[src/rtl/pet_hunger_fsm_p.sv]
// rtl/pet_hunger_fsm_p.sv - virtual-pet hunger/feeding FSM with tick decay, feed refill and step test mode
// Optional alarm output: define PET_ALARM_EN.
module pet_hunger_fsm_p #(
    parameter int LEVEL_W     = 3,
    parameter int LEVEL_MAX   = 7,
    parameter int HUNGRY_TH   = 4,
    parameter int STARVE_TH   = 1,
    parameter int DECAY_TICKS = 16
) (
    input  logic               clk,
    input  logic               reset,
    input  logic               tick,
    input  logic               boton_comida,
    input  logic               senal_test,
    input  logic               boton_test,
    output logic [LEVEL_W-1:0] nivel_comida,
    output logic [1:0]         estado,
    output logic [2:0]         visualizacion,
    output logic               activo_comida,
    output logic               activo_medicina,
    output logic [1:0]         cambio_test,
`ifdef PET_ALARM_EN
    output logic               alarma,
`endif
    output logic [15:0]        salida_display
);

    localparam int CNT_W = (DECAY_TICKS > 1) ? $clog2(DECAY_TICKS) : 1;

    localparam logic [LEVEL_W-1:0] MAX_L    = LEVEL_W'(LEVEL_MAX);
    localparam logic [LEVEL_W-1:0] HUNGRY_L = LEVEL_W'(HUNGRY_TH);
    localparam logic [LEVEL_W-1:0] STARVE_L = LEVEL_W'(STARVE_TH);
    localparam logic [CNT_W-1:0]   CNT_LAST = CNT_W'(DECAY_TICKS - 1);

    typedef enum logic [1:0] {
        IDLE       = 2'd0,
        HAMBRE     = 2'd1,
        DESNUTRIDO = 2'd2,
        COMIENDO   = 2'd3
    } state_t;

    state_t             state_q, state_d;
    logic [LEVEL_W-1:0] nivel_q, nivel_d;
    logic [CNT_W-1:0]   cnt_q, cnt_d;
    logic [1:0]         cambio_q, cambio_d;
    logic               boton_test_prev;
    logic               senal_test_prev;
    logic               test_entry;
    logic               test_step;

    assign test_entry = senal_test & ~senal_test_prev;
    assign test_step  = boton_test & ~boton_test_prev;

    always_ff @(posedge clk) begin
        if (reset) begin
            state_q         <= IDLE;
            nivel_q         <= MAX_L;
            cnt_q           <= '0;
            cambio_q        <= '0;
            boton_test_prev <= 1'b0;
            senal_test_prev <= 1'b0;
        end else begin
            state_q         <= state_d;
            nivel_q         <= nivel_d;
            cnt_q           <= cnt_d;
            cambio_q        <= cambio_d;
            boton_test_prev <= boton_test;
            senal_test_prev <= senal_test;
        end
    end

    always_comb begin
        state_d  = state_q;
        nivel_d  = nivel_q;
        cnt_d    = cnt_q;
        cambio_d = cambio_q;

        if (senal_test) begin
            // The entry cycle only clears the step counter; a coincident button edge is swallowed.
            if (test_entry) begin
                cambio_d = '0;
            end else if (test_step) begin
                state_d  = state_t'(state_q + 2'd1);
                cambio_d = cambio_q + 2'd1;
            end
        end else begin
            if (state_q != COMIENDO) begin
                if (tick) begin
                    if (cnt_q == CNT_LAST) begin
                        cnt_d = '0;
                        if (nivel_q != '0) nivel_d = nivel_q - LEVEL_W'(1);
                    end else begin
                        cnt_d = cnt_q + CNT_W'(1);
                    end
                end
            end else if (tick && boton_comida && (nivel_q != MAX_L)) begin
                nivel_d = nivel_q + LEVEL_W'(1);
            end

            // Transitions look at the registered level, so they trail a level change by one cycle.
            case (state_q)
                IDLE: begin
                    if (nivel_q < HUNGRY_L) state_d = HAMBRE;
                end
                HAMBRE: begin
                    if (nivel_q < STARVE_L) state_d = DESNUTRIDO;
                    else if (boton_comida)  state_d = COMIENDO;
                end
                DESNUTRIDO: begin
                    if (boton_comida) state_d = COMIENDO;
                end
                COMIENDO: begin
                    if (boton_comida)            state_d = COMIENDO;
                    else if (nivel_q >= HUNGRY_L) state_d = IDLE;
                    else if (nivel_q >= STARVE_L) state_d = HAMBRE;
                    else                          state_d = DESNUTRIDO;
                end
                default: state_d = IDLE;
            endcase
        end
    end

`ifdef PET_ALARM_EN
    logic alarma_q;

    always_ff @(posedge clk) begin
        if (reset || senal_test || (state_q != DESNUTRIDO)) begin
            alarma_q <= 1'b0;
        end else if (tick) begin
            alarma_q <= ~alarma_q;
        end
    end

    assign alarma = alarma_q;
`endif

    assign nivel_comida    = nivel_q;
    assign estado          = state_q;
    assign visualizacion   = {1'b0, state_q};
    assign activo_comida   = (state_q != COMIENDO);
    assign activo_medicina = (state_q != COMIENDO);
    assign cambio_test     = cambio_q;
    assign salida_display  = {4'h0, 2'b00, cambio_q, 2'b00, state_q, 4'(nivel_q)};

endmodule
[config.mk]
export PLATFORM = sky130hd
export DESIGN_NAME = pet_hunger_fsm_p
export DESIGN_NICKNAME = d
export VERILOG_FILES = /design/src/rtl/pet_hunger_fsm_p.sv
export SDC_FILE = /design/constraint.sdc
export NUM_CORES = 1
export LEC_CHECK = 0
export CAP_MARGIN = 40
export CORE_ASPECT_RATIO = 1.25
export CORE_MARGIN = 4
export CORE_UTILIZATION = 40
export CTS_CLUSTER_DIAMETER = 30
export DETAILED_ROUTE_END_ITERATION = 8
export GPL_TIMING_DRIVEN = 0
export PLACE_DENSITY = 0.71
export RECOVER_POWER = 50
export SKIP_LAST_GASP = 1
export SYNTH_ARGS = -nofsm -noshare
export SYNTH_HDL_FRONTEND = slang
export SYNTH_SLANG_ARGS = --single-unit
[constraint.sdc]
create_clock -name clk -period 3.9 [get_ports clk]
set_clock_uncertainty 0.05 [all_clocks]
set_input_delay 0.78 -clock clk [delete_from_list [all_inputs] [get_ports clk]]
set_output_delay 0.78 -clock clk [all_outputs]
set_load 0.005 [all_outputs]
==> out/results.txt, run 1 <==
status: complete, no violations
critical path endpoint category: output pin
Skew-Pair Late Insertion Delay: 0.30 ns
Core Rows: 20
Layout Cells excl Fill: 191
P per Cell Area: 251 nW/um^2
crit path DAT: 2.10 ns
Post-Synth Adder-Cell Area: 0.135
Via density: 4.71
initial antenna violation count: 0
# resized after CTS: 0
average size of a mapped cell: 8.27 sq um
Synth cell types: 35
CP cell instances: ha_1 > clkbuf_1 > inv_1 > buf_4 > clkdlybuf4s50_1
Total Wirelength: 2120 um
logic gate share of total power: 0.279
unrepaired setup endpoints after global routing: false
largest net degree at the start of global routing: 11
Simple-Gate Fraction of Synth Area: 0.221
CTS tree: built
Die Span Y: 64.4 um
Antenna diodes: 0
min Tclk post-route: 2.93 ns
asr flop ratio synth: 0
fillcell total: 239
yosys warns: 0
Slowest cell on crit path: dfxtp_1
synthesis-to-layout area growth: 30.3%
CTS max path bufs: 2
drt pass-1 iters: 4
Slew Limit Fails: 0
grt total ovfl: 0
largest family of logic cells by synthesized area: simple AND/OR/NAND/NOR gates
Worst-path clk slew: 0.08 ns
Final setup violation count: 0
Seq cells post-synth: 13
port bufs: 22
sw power: 0.0994 mW
routed via count: 899
DP Wirelength: 1730 um
I/O pins: 34
layout cells sized above 1: 0.177
clk root buf: clkbuf_4
post-synthesis mux area share: 0
Internal: 0.233 mW
Final Cycle Share: 0.751
CP Launch Type: flop
Die Wd: 53.1 um
Post-synth top flop: dfxtp_1
r2r setup slk: 1.81 ns
Fin Setup TNS: 0 ns
vias in the first global route: 811
sequential-to-total area share from yosys stat: 0.256
CP required: 3.07 ns
slowest stage delay, CP: 0.47 ns
Setup Crit Path Kind: reg2out
Final Hold Viols: 0
Synth Instances: 123
placed insts: 187
NumNets Final: 176
Flop pwr share: 0.442
Post-synth EDFFs: 0
FMAX: 0.341 GHz
Die ar.: 3420 sq um
switch share: 0.299
TritonCTS Buffers: 3
Peak VDD IR: 0.000137 V
routability congestion estimate: 0.767
post-CTS setup buffer count: 0
Compound-Gate Fraction of Synth Area: 0.176
initial core utilization: 0.419
Total Power: 0.333 mW
first-pass GRT wire length: 3550 um
number of hold buffers added after cts: 0
CP Max Fanout: 10
sink count of the clock tree: 13
Hold Path Class: reg2reg
H-tree lvl count: 1
global-route usage over all layers: 0.140
Post-Syn Area: 1020 sq um
drt drc: 0
maxcap violations: 0
Core ar.: 2430 sq um
xor and xnor area share after synthesis: 0.0172
DRT iter0 DRCs: 11
P_leak: 0.593 nW
wire length per cell: 11.1 um
post-route ant nets: 0
share of power burned in the clock network: 0.279
flip-flops by register name (all words and copies together) (netlist names):
name	count
boton_test_prev	1
cambio_test	2
cnt_q	4
estado	2
nivel_comida	3
senal_test_prev	1
per-stage QoR:
step / hold WS (ns) / utilization / instance area [sq um] / setup WS (ns)
6_report: 0.444 / 0.546 / 1330 / 0.969
5_1_grt: 0.487 / 0.546 / 1330 / 0.776
4_1_cts: 0.451 / 0.552 / 1340 / 1.10
3_5_place_dp: 0.438 / 0.541 / 1310 / 1.43
3_3_place_gp: 0.415 / 0.541 / 1310 / 1.44
2_1_floorplan: 0.409 / - / 1050 / 2.01
layer usage:
layer,track usage,wire length [um],vias up
li1,-,-,467
met1,0.149,798,406
met2,0.253,1160,21
met3,0.0280,111,5
met4,0.0671,53,0
met5,0,0,-
path summary, 6_finish.rpt:
| kind | end | start | cells after the start |
|---|---|---|---|
| max | activo_medicina | estado[1]$_SDFFE_PP0P_ | 5 |
| min | cnt_q[3]$_SDFFE_PP0P_ | cnt_q[3]$_SDFFE_PP0P_ | 2 |
| max reg2reg | nivel_comida[0]$_SDFFE_PP1P_ | estado[1]$_SDFFE_PP0P_ | 6 |
| min reg2reg | cnt_q[3]$_SDFFE_PP0P_ | cnt_q[3]$_SDFFE_PP0P_ | 2 |
logic make-up after synthesis:
group	after synthesis
other	1
and+or+nand+nor	39
buffers and inverters	31
DFF	13
AOI/OAI and AO/OA	26
adders and majority gates	11
xor gates and xnor gates	2
cells in the mapped netlist, types with 2 or more instances:
| cell type | number | area, sq um |
|---|---|---|
| buf_2 | 2 | 10.0 |
| or3_1 | 3 | 18.8 |
| o22ai_1 | 2 | 12.5 |
| a21oi_1 | 9 | 45.0 |
| nand2_1 | 7 | 26.3 |
| a311oi_1 | 2 | 17.5 |
| inv_1 | 8 | 30.0 |
| nor3_1 | 5 | 25.0 |
| dfxtp_1 | 13 | 260 |
| ha_1 | 11 | 138 |
| buf_4 | 20 | 150 |
| nor2_1 | 9 | 33.8 |
| o21ai_0 | 6 | 30.0 |
| nor2b_1 | 3 | 18.8 |
| nand3b_1 | 3 | 22.5 |
worst max-delay path: cells and delay by family (launching register included):
family	cells	cell delay (ns)
flip-flops	1	0.47
adder cells (fa/ha/maj)	1	0.27
buffers and inverters	4	1.07
cell type report:
cell class / instances / area (sq um) / area share
buffer: 23 / 163 / 0.123
tap: 33 / 41.3 / 0.0312
inverter: 8 / 30.0 / 0.0227
multi-input combinational: 88 / 584 / 0.441
clock buffer: 4 / 26.3 / 0.0198
timing repair buffer: 22 / 220 / 0.166
sequential: 13 / 260 / 0.196
power by group through the flow:
stage / Sequential (mW) / Clock (mW) / Combinational (mW)
final: 0.147 / 0.0928 / 0.0929
after global routing: 0.149 / 0.100 / 0.104
after CTS: 0.147 / 0.0938 / 0.0949
after detailed placement: 0.150 / 0 / 0.0946
after global placement: 0.150 / 0 / 0.0913
after floorplan: 0.149 / 0 / 0.0596
placed cells by master, fill, tap and decap left out, drive strengths merged, types with 7 or more instances in the layout:
master,synthesis,layout
buf,22,21
clkdlybuf4s50,0,18
dfxtp,13,13
ha,11,11
conb,1,10
a21oi,9,9
nor2,9,9
inv,8,8
nand2,7,7
(Power assumes the default switching activity.)
==> run 2: changes to the inputs <==
clock period = 2.8 ns   (was 3.9 ns; I/O delays follow)
==> run 2 against run 1 <==
Against the previous run:
- flip-flop and latch count did not move
- die area did not move
- non-clock buffer count did not move
- sequential power rose by 39%
- combinational power rose by 39%
- core utilization rose by 0.36 points
- via count fell by 0.56%
- largest cell class unchanged
- hold slack barely moved
- sequential share of layout area fell by 0.13 points
- final area rose by 0.66%
- power rose by 39%
- clock-buffer cell count did not move
==> out/results.txt, run 2 (synthesis gave the netlist of run 1 again) <==
status: complete, no violations
DRT iter0 DRCs: 8 (-3)
P per Cell Area: 347 nW/um^2 (+38%)
Final Cycle Share: 0.904
Worst-path clk slew: 0.08 ns (about the same)
Setup Crit Path Kind: reg2out
Die Wd: 53.1 um (unchanged)
Final Hold Viols: 0 (unchanged)
CTS tree: built
drt pass-1 iters: 4 (unchanged)
crit path DAT: 1.92 ns (-0.18 ns)
CTS max path bufs: 2 (unchanged)
port bufs: 22 (unchanged)
largest net degree at the start of global routing: 11 (unchanged)
FMAX: 0.395 GHz
post-CTS setup buffer count: 0 (unchanged)
max reg flops: 4 (unchanged)
most frequent cells in the layout: buf_4, clkdlybuf4s50_1, dfxtp_1
Core ar.: 2430 sq um (unchanged)
global-route usage over all layers: 0.140 (unchanged)
Slew Limit Fails: 0 (unchanged)
DP Wirelength: 1730 um (unchanged)
NumNets Final: 176 (unchanged)
Fin Setup TNS: 0 ns (unchanged)
CP required: 2.19 ns (-0.88 ns)
sink count of the clock tree: 13 (unchanged)
Top reg by flops: cnt_q
routed via count: 894 (-0.56%)
worst setup margin: 0.268 ns (-0.702 ns)
Die Span Y: 64.4 um (unchanged)
number of hold buffers added after cts: 0 (unchanged)
Antenna diodes: 0 (unchanged)
initial antenna violation count: 0 (unchanged)
Skew-Pair Late Insertion Delay: 0.30 ns (about the same)
H-tree lvl count: 1 (unchanged)
Hold Path Class: reg2reg
synthesis-to-layout area growth: 31.1%
routability congestion estimate: 0.767 (unchanged)
grt total ovfl: 0 (unchanged)
I/O pins: 34 (unchanged)
vias in the first global route: 811 (unchanged)
pre-CTS setup slack: 0.554 ns (-0.880 ns)
Die ar.: 3420 sq um (unchanged)
wire length per cell: 11.1 um (unchanged)
CP Launch Type: flop
min Tclk post-route: 2.53 ns
most common cell after layout, fill and taps aside: buf_4
critical path endpoint category: output pin
P_leak: 0.601 nW (+1.4%)
post-route ant nets: 0 (unchanged)
Peak VDD IR: 0.000190 V (+39%)
Total Wirelength: 2120 um (unchanged)
Final setup violation count: 0 (unchanged)
layout cells sized above 1: 0.190 (+0.0127)
TritonCTS Buffers: 3 (unchanged)
Util after Layout: 0.549 (+0.00361)
drt drc: 0 (unchanged)
Via density: 4.68 (-0.56%)
initial core utilization: 0.419 (unchanged)
clk root buf: clkbuf_4
first-pass GRT wire length: 3550 um (unchanged)
Core Rows: 20 (unchanged)
maxcap violations: 0 (unchanged)
# resized after CTS: 0 (unchanged)
unrepaired setup endpoints after global routing: false
CP Max Fanout: 10 (unchanged)
run 2: area by class of cell:
class / count / area, sq um
Inverter: 8 / 30.0
Multi-Input combinational cell: 88 / 592
Fill cell: 237 / 1090
Tap cell: 33 / 41.3
Timing Repair Buffer: 22 / 220
Clock buffer: 4 / 26.3
Sequential cell: 13 / 260
Buffer: 23 / 164
run 2: worst paths after layout:
kind | slack (ns) | cells after the start | startpoint | to
max reg2reg | 0.93 | 6 | nivel_comida[0]$_SDFFE_PP1P_ | nivel_comida[0]$_SDFFE_PP1P_
max | 0.27 | 5 | estado[1]$_SDFFE_PP0P_ | activo_medicina
min reg2reg | 0.44 | 2 | cnt_q[3]$_SDFFE_PP0P_ | cnt_q[3]$_SDFFE_PP0P_
min | 0.44 | 2 | cnt_q[3]$_SDFFE_PP0P_ | cnt_q[3]$_SDFFE_PP0P_
run 2: per-stage QoR:
| stage | area (sq um) | power, mW | std cells | hold slack (ns) |
|---|---|---|---|---|
| after detailed placement | 1310 | 0.341 | 187 | 0.438 |
| after global routing | 1330 | 0.491 | 191 | 0.487 |
| final | 1330 | 0.463 | 191 | 0.445 |
| after CTS | 1340 | 0.468 | 191 | 0.451 |
| after global placement | 1310 | 0.336 | 187 | 0.415 |
| after floorplan | 1050 | 0.290 | 132 | 0.409 |
run 2: worst max-delay path: stages (launching register included):
cell,delay [ns]
dfxtp_1,0.47
ha_1,0.26
buf_2,0.23
inv_1,0.10
buf_4,0.13
clkdlybuf4s50_1,0.44
run 2: power by group:
part / total, mW / internal (mW) / switching [mW]
sequential: 0.205 / 0.193 / 0.0116
combinational: 0.129 / 0.0760 / 0.0530
clock: 0.130 / 0.0556 / 0.0742
run 2: per-layer routing:
metal / track usage / wire length [um] / vias up / part of all wire
met5: 0 / 0 / - / 0
met3: 0.0280 / 100 / 5 / 0.047
met1: 0.149 / 802 / 405 / 0.38
li1: - / - / 467 / -
met4: 0.0671 / 53 / 0 / 0.025
met2: 0.253 / 1170 / 17 / 0.55
==> run 3: changes to the inputs <==
SLEW_MARGIN = 30   (was not set)
==> results of run 3 <==
The final DEF is identical to that of run 2; final timing and power are the same.
